**src/rtl/mux10_rr_arbiter.sv**
```systemverilog
// Round-robin arbiter and select sequencer for the shared 10:1 mux datapath.
// Holds each grant for up to BURST accepted beats, then rotates with no idle bubble.
module mux10_rr_arbiter #(
  parameter int N     = 10,
  parameter int SEL_W = 4,
  parameter int BURST = 1
) (
  input  logic             clk,
  input  logic             rst_n,
  input  logic [N-1:0]     req,
  input  logic             out_ready,
  output logic [SEL_W-1:0] sel,
  output logic [N-1:0]     gnt,
  output logic             out_valid,
  output logic             out_last
);

  localparam logic [0:0] IDLE  = 1'b0;
  localparam logic [0:0] GRANT = 1'b1;

  localparam logic [3:0]       CNT_LAST = 4'(BURST - 1);
  localparam logic [SEL_W-1:0] IDX_LAST = SEL_W'(N - 1);
  localparam logic [N-1:0]     ONE_HOT0 = {{(N-1){1'b0}}, 1'b1};

  logic [0:0]       state, state_n;
  logic [SEL_W-1:0] ptr, ptr_n, sel_n;
  logic [3:0]       cnt, cnt_n;
  logic [N-1:0]     gnt_n;
  logic             vld_n, last_n;

  // Returns {found, index}; search wraps modulo N starting at p.
  function automatic logic [SEL_W:0] arb(input logic [N-1:0] r, input logic [SEL_W-1:0] p);
    logic             found;
    logic [SEL_W-1:0] w;
    int               t;
    found = 1'b0;
    w     = '0;
    for (int k = 0; k < N; k++) begin
      t = int'(p) + k;
      if (t >= N) t = t - N;
      if (!found && r[t]) begin
        found = 1'b1;
        w     = SEL_W'(t);
      end
    end
    return {found, w};
  endfunction

  logic [SEL_W-1:0] rel_ptr;
  logic [N-1:0]     rel_req;
  logic [SEL_W:0]   idle_win, rel_win;

  // Releasing index is masked unless it is the sole requester.
  always_comb begin
    rel_ptr = (sel == IDX_LAST) ? '0 : sel + 1'b1;
    rel_req = req & ~(ONE_HOT0 << sel);
    if (rel_req == '0) rel_req = req;
    idle_win = arb(req, ptr);
    rel_win  = arb(rel_req, rel_ptr);
  end

  always_comb begin
    state_n = state;
    ptr_n   = ptr;
    sel_n   = sel;
    gnt_n   = gnt;
    vld_n   = out_valid;
    cnt_n   = cnt;
    if (state == IDLE) begin
      if (idle_win[SEL_W]) begin
        sel_n   = idle_win[SEL_W-1:0];
        gnt_n   = ONE_HOT0 << idle_win[SEL_W-1:0];
        vld_n   = 1'b1;
        cnt_n   = '0;
        state_n = GRANT;
      end else begin
        gnt_n = '0;
        vld_n = 1'b0;
      end
    end else if (out_ready && req[sel] && cnt < CNT_LAST) begin
      cnt_n = cnt + 4'd1;
    end else if (!out_ready && req[sel]) begin
      state_n = GRANT;
    end else begin
      ptr_n = rel_ptr;
      if (rel_win[SEL_W]) begin
        sel_n = rel_win[SEL_W-1:0];
        gnt_n = ONE_HOT0 << rel_win[SEL_W-1:0];
        vld_n = 1'b1;
        cnt_n = '0;
      end else begin
        gnt_n   = '0;
        vld_n   = 1'b0;
        cnt_n   = '0;
        state_n = IDLE;
      end
    end
    last_n = vld_n && (cnt_n == CNT_LAST);
  end

  always_ff @(posedge clk or negedge rst_n) begin
    if (!rst_n) begin
      state     <= IDLE;
      ptr       <= '0;
      cnt       <= '0;
      sel       <= '0;
      gnt       <= '0;
      out_valid <= 1'b0;
      out_last  <= 1'b0;
    end else begin
      state     <= state_n;
      ptr       <= ptr_n;
      cnt       <= cnt_n;
      sel       <= sel_n;
      gnt       <= gnt_n;
      out_valid <= vld_n;
      out_last  <= last_n;
    end
  end

endmodule

```
**config.mk**
```make
export PLATFORM = sky130hd
export DESIGN_NAME = mux10_rr_arbiter
export DESIGN_NICKNAME = d
export VERILOG_FILES = /design/src/rtl/mux10_rr_arbiter.sv
export SDC_FILE = /design/constraint.sdc
export NUM_CORES = 1
export LEC_CHECK = 0
export ABC_AREA = 1
export CAP_MARGIN = 30
export CORE_AREA = 2 2 105 107
export CTS_CLUSTER_SIZE = 28
export DETAILED_ROUTE_END_ITERATION = 7
export DIE_AREA = 0 0 107 109
export PLACE_DENSITY = 0.83
export SLEW_MARGIN = 30
export SYNTH_ARGS = -nofsm -noshare
export SYNTH_HDL_FRONTEND = slang
export SYNTH_SLANG_ARGS = --single-unit
```
**constraint.sdc**
```tcl
create_clock -name clk -period 5.1 [get_ports clk]
set_input_delay 0.51 -clock clk [delete_from_list [all_inputs] [get_ports clk]]
set_output_delay 0.51 -clock clk [all_outputs]
set_load 0.05 [all_outputs]
```
==> results of run 1 <==
flip-flops by register name, summed over array words and instances, names as in the netlist:
register,cells
cnt,4
gnt,10
state,1
ptr,4
sel,4
out_valid,1
out_last,1
cell usage in the layout (no fill, tap or decap), types with 24 or more instances in the layout:
| cell | count |
|---|---|
| nand4_1 | 26 |
| o21ai_0 | 64 |
| nand3_1 | 114 |
| a21oi_1 | 37 |
| clkdlybuf4s50_1 | 28 |
| nand2_1 | 322 |
| nand2_2 | 24 |
| inv_1 | 137 |
| ha_1 | 41 |
| nor2_1 | 103 |
| dfrtp_1 | 25 |
worst paths after layout:
kind | from | end | slack [ns] | cells after the start
worst max-delay path | sel[0] | gnt[9] | 0.42 | 29
min in group asynchronous | rst_n | gnt[3] | 0.58 | 2
worst max register to register | sel[0] | gnt[9] | 0.42 | 29
worst min-delay path | cnt[3] | cnt[3] | 0.51 | 2
worst min register to register | cnt[3] | cnt[3] | 0.51 | 2
max in group asynchronous | rst_n | state | 4.26 | 2
cell type report:
class / count / area, um^2
Sequential cell: 25 / 626
Tap cell: 140 / 175
Clock buffer: 3 / 41.3
Fill cell: 1025 / 4030
Multi-Input combinational cell: 876 / 4780
Clock inverter: 1 / 7.51
Inverter: 156 / 594
Timing Repair Buffer: 37 / 348
metrics by stage:
step           hold WS [ns]  utilization  setup slack, ns
5_1_grt               0.540        0.620           0.0135
6_report              0.507        0.620            0.422
3_5_place_dp          0.488        0.614            0.182
4_1_cts               0.513        0.619            0.136
3_3_place_gp          0.480        0.614            0.302
2_1_floorplan         0.214            -            0.690
cell families after synthesis:
| family | Yosys count |
|---|---|
| multiplexers | 2 |
| AND/OR/NAND/NOR | 644 |
| buffers and inverters | 175 |
| AO/OA/AOI/OAI | 161 |
| XOR/XNOR | 27 |
| adder cells (fa/ha/maj) | 42 |
| flip-flops | 25 |
worst max-delay path, delay by kind of cell (launching register included):
family,cells,cell delay (ns)
adder cells (fa/ha/maj),2,0.62
buffers and inverters,5,0.54
flip-flops,1,0.57
AO/OA/AOI/OAI,3,0.50
AND/OR/NAND/NOR,19,2.37
per-layer routing:
layer	vias up	GRT usage	part of all wire
li1	3530	-	-
met1	3078	0.394	0.43
met2	282	0.544	0.45
met3	78	0.0371	0.055
met4	0	0.182	0.061
met5	-	0	0
repair_timing:
item / 4_1_cts / 5_1_grt
setup endpoints to repair: 0 / 17
buffers inserted: 0 / 0
gates resized for setup: 0 / 3
==> impl_metrics.yaml, run 1 <==
status:
  outcome: "complete, no violations"
clock_network:
  cts.reportedPaths.clkPinSlew_ns: 0.10
  cts_htree_levels: 1
  clkSinkCount: 25
  cts_buffers: 3
  clk_latency_ns: 0.29
  cts_hold_buffers: 0
  root_buffer: "clkbuf_8"
  cts_tree: "built"
  cts_buffer_depth: 2
global_routing:
  grt_max_degree: 30
  antenna_found_initial: 0
  grt.overflow.total: 0
  grt_pass1_vias: 6460
  globalRouteTotalUtil: 0.320
  grt_pass1_wl_um: 30500
placement:
  post-dp-hpwl_um: 15000
  dpl_cell_area_um2: 6510
  dp_cells: 1234
  gp_congestion: 0.984
  port_buffers: 28
logic_synthesis:
  synth_ff_type: "dfrtp_1"
  ys_async_sr_fraction: 1.00
  synthAdderAreaFrac: 0.0858
  syn_avg_cell_area_um2: 5.69
  synthesis.area_um2: 6130
  netlist_top_cells_area: "nand2_1 (20%), dfrtp_1 (10%), nand3_1 (9.3%), ha_1 (8.6%), inv_1 (8.4%)"
  yosysMostFrequentCell: "nand2_1"
  synth_top_family_by_area: "simple AND/OR/NAND/NOR gates"
  synth_edf_count: 0
  synthXorXnorAreaFrac: 0.0453
  synth_top_cell_area_share: 0.197
  yosys.area.top_type: "nand2_1"
  synth-simple-area-share: 0.485
  syn-instance-count: 1076
  synth_common_cells: "nand2_1 (322), inv_1 (137), nand3_1 (114)"
  ys_seq_area_frac: 0.102
  syn_nets: 1131
  synth_seq_cells: 25
  synth.area.mux_share: 0.00347
  synth_compound_area_frac: 0.159
  yosys_warnings: 0
  synth_cell_types: 57
timing:
  fin_setup_tns_ns: 0
  slew_headroom: 0.524
  max_freq_mhz: 214
  grt_setup_unrepaired: "no"
  setup_viol: 0
  finClkSkew_ns: 0.00861
  period_needed_ns: 4.68
  finalCritPeriodShare: 0.917
  hold_violations: 0
  drv_slew: 0
  tightest_slew_ns: 0.706
worst_setup_path:
  required_ns: 5.32
  cpMaxStageDelayCell: "dfrtp_1"
  cpPeakStageDelay_ns: 0.57
  start_kind: "flop"
  cp_common_cell: "nand2_1"
  cp.arrival_ns: 4.89
  path_max_fanout: 12
  crit_type: "reg2reg"
  crit_path_end_kind: "flop"
layout:
  syn2layout_area_growth_pct: 7.25
  instances_no_fill: 1238
  diodes: 0
  fin_area_um2: 6570
  nets: 1154
  drive_above_1_share: 0.104
min_path:
  hold_class: "reg2reg"
drt:
  drt-initial-drc-count: 448
  viasPerCell: 5.63
  routed_wl_um: 18200
  drt_pass1_iterations: 5
  num_vias: 6968
  antenna_left: 0
  drc: 0
  wire_per_inst_um: 14.7
die:
  dieWidth_um: 107
  core-area_um2: 10600
  die_h_um: 109
  dieArea_um2: 11700
  io_pins: 29
  placementRows: 38
  initial_core_util: 0.578
run:
  drv_cap: 0
Power of run 1 is not shown: default switching activity piles up to over one toggle a cycle in this logic, so the estimate is an artifact.
==> run 2: changes to the inputs <==
- CORE_AREA: 2 2 105 107 -> 2 2 136 138
- DIE_AREA: 0 0 107 109 -> 0 0 138 140
- MAX_ROUTING_LAYER: not set -> met4
- PLACE_DENSITY: 0.83 -> 0.56
==> impl_metrics.yaml, run 2 (same netlist as run 1, synthesis figures left out) <==
status:
  outcome: "complete, no violations"
placement:
  gp_congestion: 0.971
  post-dp-hpwl_um: 16700
  port_buffers: 28
  pre_cts_ws_ns: 0.440
timing:
  finClkSkew_ns: 0.00628
  fin_setup_tns_ns: 0
  finalCritPeriodShare: 0.887
  slew_headroom: 0.406
  drv_slew: 0
  tightest_slew_ns: 0.882
  setup_ws_ns: 0.574
  period_needed_ns: 4.53
  setup_viol: 0
  max_freq_mhz: 221
  grt_setup_unrepaired: "no"
  hold_violations: 0
drt:
  drt_pass1_iterations: 6
  drc: 0
  routed_wl_um: 20000
  antenna_left: 0
  wire_per_inst_um: 15.0
  viasPerCell: 5.11
  drt-initial-drc-count: 664
  num_vias: 6807
global_routing:
  grt_pass1_vias: 6416
  grt_max_degree: 30
  antenna_found_initial: 0
  globalRouteTotalUtil: 0.213
  grt_pass1_wl_um: 33100
  grt.overflow.total: 0
layout:
  regMostFlops: "gnt"
  largest_reg_flops: 10
  layout_common_cells: "nand2_1 (322), inv_1 (137), nand3_1 (114), nor2_1 (104), o21ai_0 (64)"
  final_util: 0.380
  drive_above_1_share: 0.108
  final_common_cell: "nand2_1"
  nets: 1160
  diodes: 0
  syn2layout_area_growth_pct: 10.2
die:
  die_h_um: 140
  core-area_um2: 17800
  initial_core_util: 0.345
  io_pins: 29
  placementRows: 49
  dieArea_um2: 19300
  dieWidth_um: 138
clock_network:
  clk_latency_ns: 0.26
  cts_tree: "built"
  cts_buffers: 3
  cts_buffer_depth: 2
  root_buffer: "clkbuf_16"
  cts_htree_levels: 1
  cts.reportedPaths.clkPinSlew_ns: 0.07
  clkSinkCount: 25
  cts_hold_buffers: 0
worst_setup_path:
  crit_type: "reg2reg"
  start_kind: "flop"
  startpoint: "sel[0]"
  path_max_fanout: 15
  r2r-start: "sel[0]"
  crit_path_end_kind: "flop"
  cp.arrival_ns: 4.65
  required_ns: 5.23
run:
  drv_cap: 0
min_path:
  hold_class: "reg2reg"
  min_from: "cnt[3]"
==> run 2: changes by cell type in the layout (fill, tap and decap cells not counted), sizes merged <==
cell  before  now
buf        9   15
==> run 2: timing repair <==
item                       4_1_cts  5_1_grt
setup buffers                    0        0
gates resized for setup          0        1
setup endpoints to repair        0        1
hold endpoints to repair         0        0
==> run 2: final timing paths <==
path                       cells after the start  slack (ns)  endpoint
max                                           25        0.57    sel[0]
min                                            2        0.51    cnt[3]
max reg2reg                                   25        0.57    sel[0]
min reg2reg                                    2        0.51    cnt[3]
max in group asynchronous                      2        4.20    sel[0]
min in group asynchronous                      2        0.62    cnt[1]
==> run 2: layout make-up <==
cell class,count,area (um^2)
inverter,156,594
clock buffer,3,75.1
tap,229,287
sequential,25,627
clock inverter,1,7.51
fill,2024,11000
multi-input combinational,876,4770
timing repair buffer,43,393
==> run 2: critical path: stages (launching register included) <==
cell	delay (ns)
dfrtp_2	0.54
buf_4	0.33
nand3_1	0.12
nand2_1	0.09
nand2_2	0.08
nand2_4	0.19
inv_2	0.15
ha_1	0.26
nand2_1	0.13
nand4_1	0.17
nand2_2	0.17
nor2_2	0.05
a21oi_2	0.16
nand3_1	0.09
nand3_1	0.10
nand2_2	0.08
nor2_2	0.40
nand4_4	0.19
nor2_8	0.17
nand4_2	0.14
nor2_1	0.25
o21ai_2	0.14
inv_1	0.09
a21oi_1	0.04
o21ai_0	0.09
o21ai_0	0.13
==> run 2: per-stage QoR <==
| stage | hold WS [ns] | cell area (um^2) | cells |
|---|---|---|---|
| 5_1_grt | 0.549 | 6750 | 1333 |
| 4_1_cts | 0.508 | 6750 | 1333 |
| 3_5_place_dp | 0.493 | 6670 | 1329 |
| 6_report | 0.507 | 6750 | 1333 |
| 3_3_place_gp | 0.483 | 6670 | 1329 |
| 2_1_floorplan | 0.214 | 6130 | 1076 |
==> run 2: per-layer routing <==
metal	vias to the layer above	wire [um]	GRT usage
li1	3545	-	-
met1	3040	9290	0.281
met2	193	9270	0.351
met3	29	1040	0.0239
met4	0	399	0.0526
met5	-	0	-
Power of run 2 is left out for the same reason.
==> run 3: changes to the inputs <==
- CORE_AREA: 2 2 136 138 -> 2 2 101 103
- DIE_AREA: 0 0 138 140 -> 0 0 103 105
- PLACE_DENSITY: 0.56 -> 0.89
==> impl_metrics.yaml, run 3 (same netlist as run 1, synthesis figures left out) <==
status:
  outcome: "complete, no violations"
layout:
  layout_common_cells: "nand2_1 (322), inv_1 (137), nand3_1 (114), nor2_1 (104), o21ai_0 (64)"
  drive_above_1_share: 0.104
  largest_reg_flops: 10
  fin_area_um2: 6570
  instances_no_fill: 1233
  regMostFlops: "gnt"
  syn2layout_area_growth_pct: 7.19
  num-fill-cells: 951
  final_common_cell: "nand2_1"
  diodes: 0
  nets: 1156
placement:
  dp_cells: 1229
  port_buffers: 28
  post-dp-hpwl_um: 15100
  gp_congestion: 1.06
  dpl_cell_area_um2: 6520
global_routing:
  grt_max_degree: 30
  grt.overflow.total: 0
  grt_use_met2: 0.554
  grt_pass1_vias: 6425
  grt_pass1_wl_um: 30700
  globalRouteTotalUtil: 0.359
  met1_usage: 0.481
  antenna_found_initial: 0
  grt_busiest_layer: "met2"
  met3_usage: 0.0401
worst_setup_path:
  path_max_fanout: 11
  start_kind: "flop"
  cp.arrival_ns: 4.91
  cpPeakStageDelay_ns: 0.50
  cpMaxStageDelayCell: "dfrtp_1"
  required_ns: 5.30
  crit_type: "reg2reg"
  crit_path_end_kind: "flop"
  cp_common_cell: "nand2_2"
timing:
  hold_violations: 0
  tightest_slew_ns: 0.808
  fin_setup_tns_ns: 0
  grt_setup_unrepaired: "no"
  finalCritPeriodShare: 0.922
  slew_headroom: 0.456
  max_freq_mhz: 213
  finClkSkew_ns: 0.0107
  period_needed_ns: 4.70
  setup_viol: 0
  hold_ws_ns: 0.521
  drv_slew: 0
clock_network:
  cts_buffer_depth: 2
  cts_buffers: 3
  cts_resized: 0
  cts_htree_levels: 1
  cts_setup_buffers: 0
  cts_tree: "built"
  root_buffer: "clkbuf_8"
  clkSinkCount: 25
  cts_hold_buffers: 0
  clk_latency_ns: 0.28
  cts.reportedPaths.clkPinSlew_ns: 0.11
die:
  io_pins: 29
  dieArea_um2: 10800
  core-area_um2: 9640
  dieWidth_um: 103
  die_h_um: 105
  initial_core_util: 0.636
  placementRows: 36
drt:
  num_vias: 7173
  viasPerCell: 5.82
  drt_pass1_iterations: 6
  antenna_left: 0
  drt-initial-drc-count: 563
  routed_wl_um: 18600
  drc: 0
  wire_per_inst_um: 15.1
run:
  drv_cap: 0
min_path:
  hold_class: "reg2reg"
[run 3: cell types whose count changed in the layout (fill, tap and decap cells not counted), sizes merged]
cell  before  now
buf       15   11
[run 3: per-layer routing]
layer  up-vias  wire [um]
met5         -          0
met4         0        749
met3        59       1800
met2       388       8350
met1      3176       7670
li1       3550          -
[run 3: critical path, delay by kind of cell, from the launching register on]
family          cells  cell delay, ns
simple gates       19            2.60
fa+ha+maj           2            0.64
flops               1            0.50
buf+inv             4            0.49
compound gates      2            0.34
[run 3: layout make-up]
type / count / area (um^2) / share of cell area
well taps: 133 / 166 / 0.0253
clock buffers: 3 / 41.3 / 0.00629
clock inverters: 1 / 7.51 / 0.00114
repair buffers: 39 / 363 / 0.0552
inverters: 156 / 594 / 0.0905
multi-input cells: 876 / 4770 / 0.726
flip-flops and latches: 25 / 626 / 0.0953
[run 3: per-stage QoR]
step | worst slack, ns | util
2_1_floorplan | 0.690 | -
3_5_place_dp | 0.548 | 0.676
4_1_cts | 0.520 | 0.681
6_report | 0.397 | 0.681
5_1_grt | 0.0267 | 0.681
3_3_place_gp | 0.644 | 0.676
[run 3: final timing paths]
kind / start / to / slack (ns) / cells past startpoint
setup / recovery: sel[0] / sel[2] / 0.40 / 27
hold / removal: cnt[0] / cnt[0] / 0.52 / 2
setup reg to reg: sel[0] / sel[2] / 0.40 / 27
hold reg to reg: cnt[0] / cnt[0] / 0.52 / 2
max in group asynchronous: rst_n / gnt[2] / 4.24 / 2
min in group asynchronous: rst_n / out_last / 0.59 / 2
Power of run 3 is left out for the same reason.
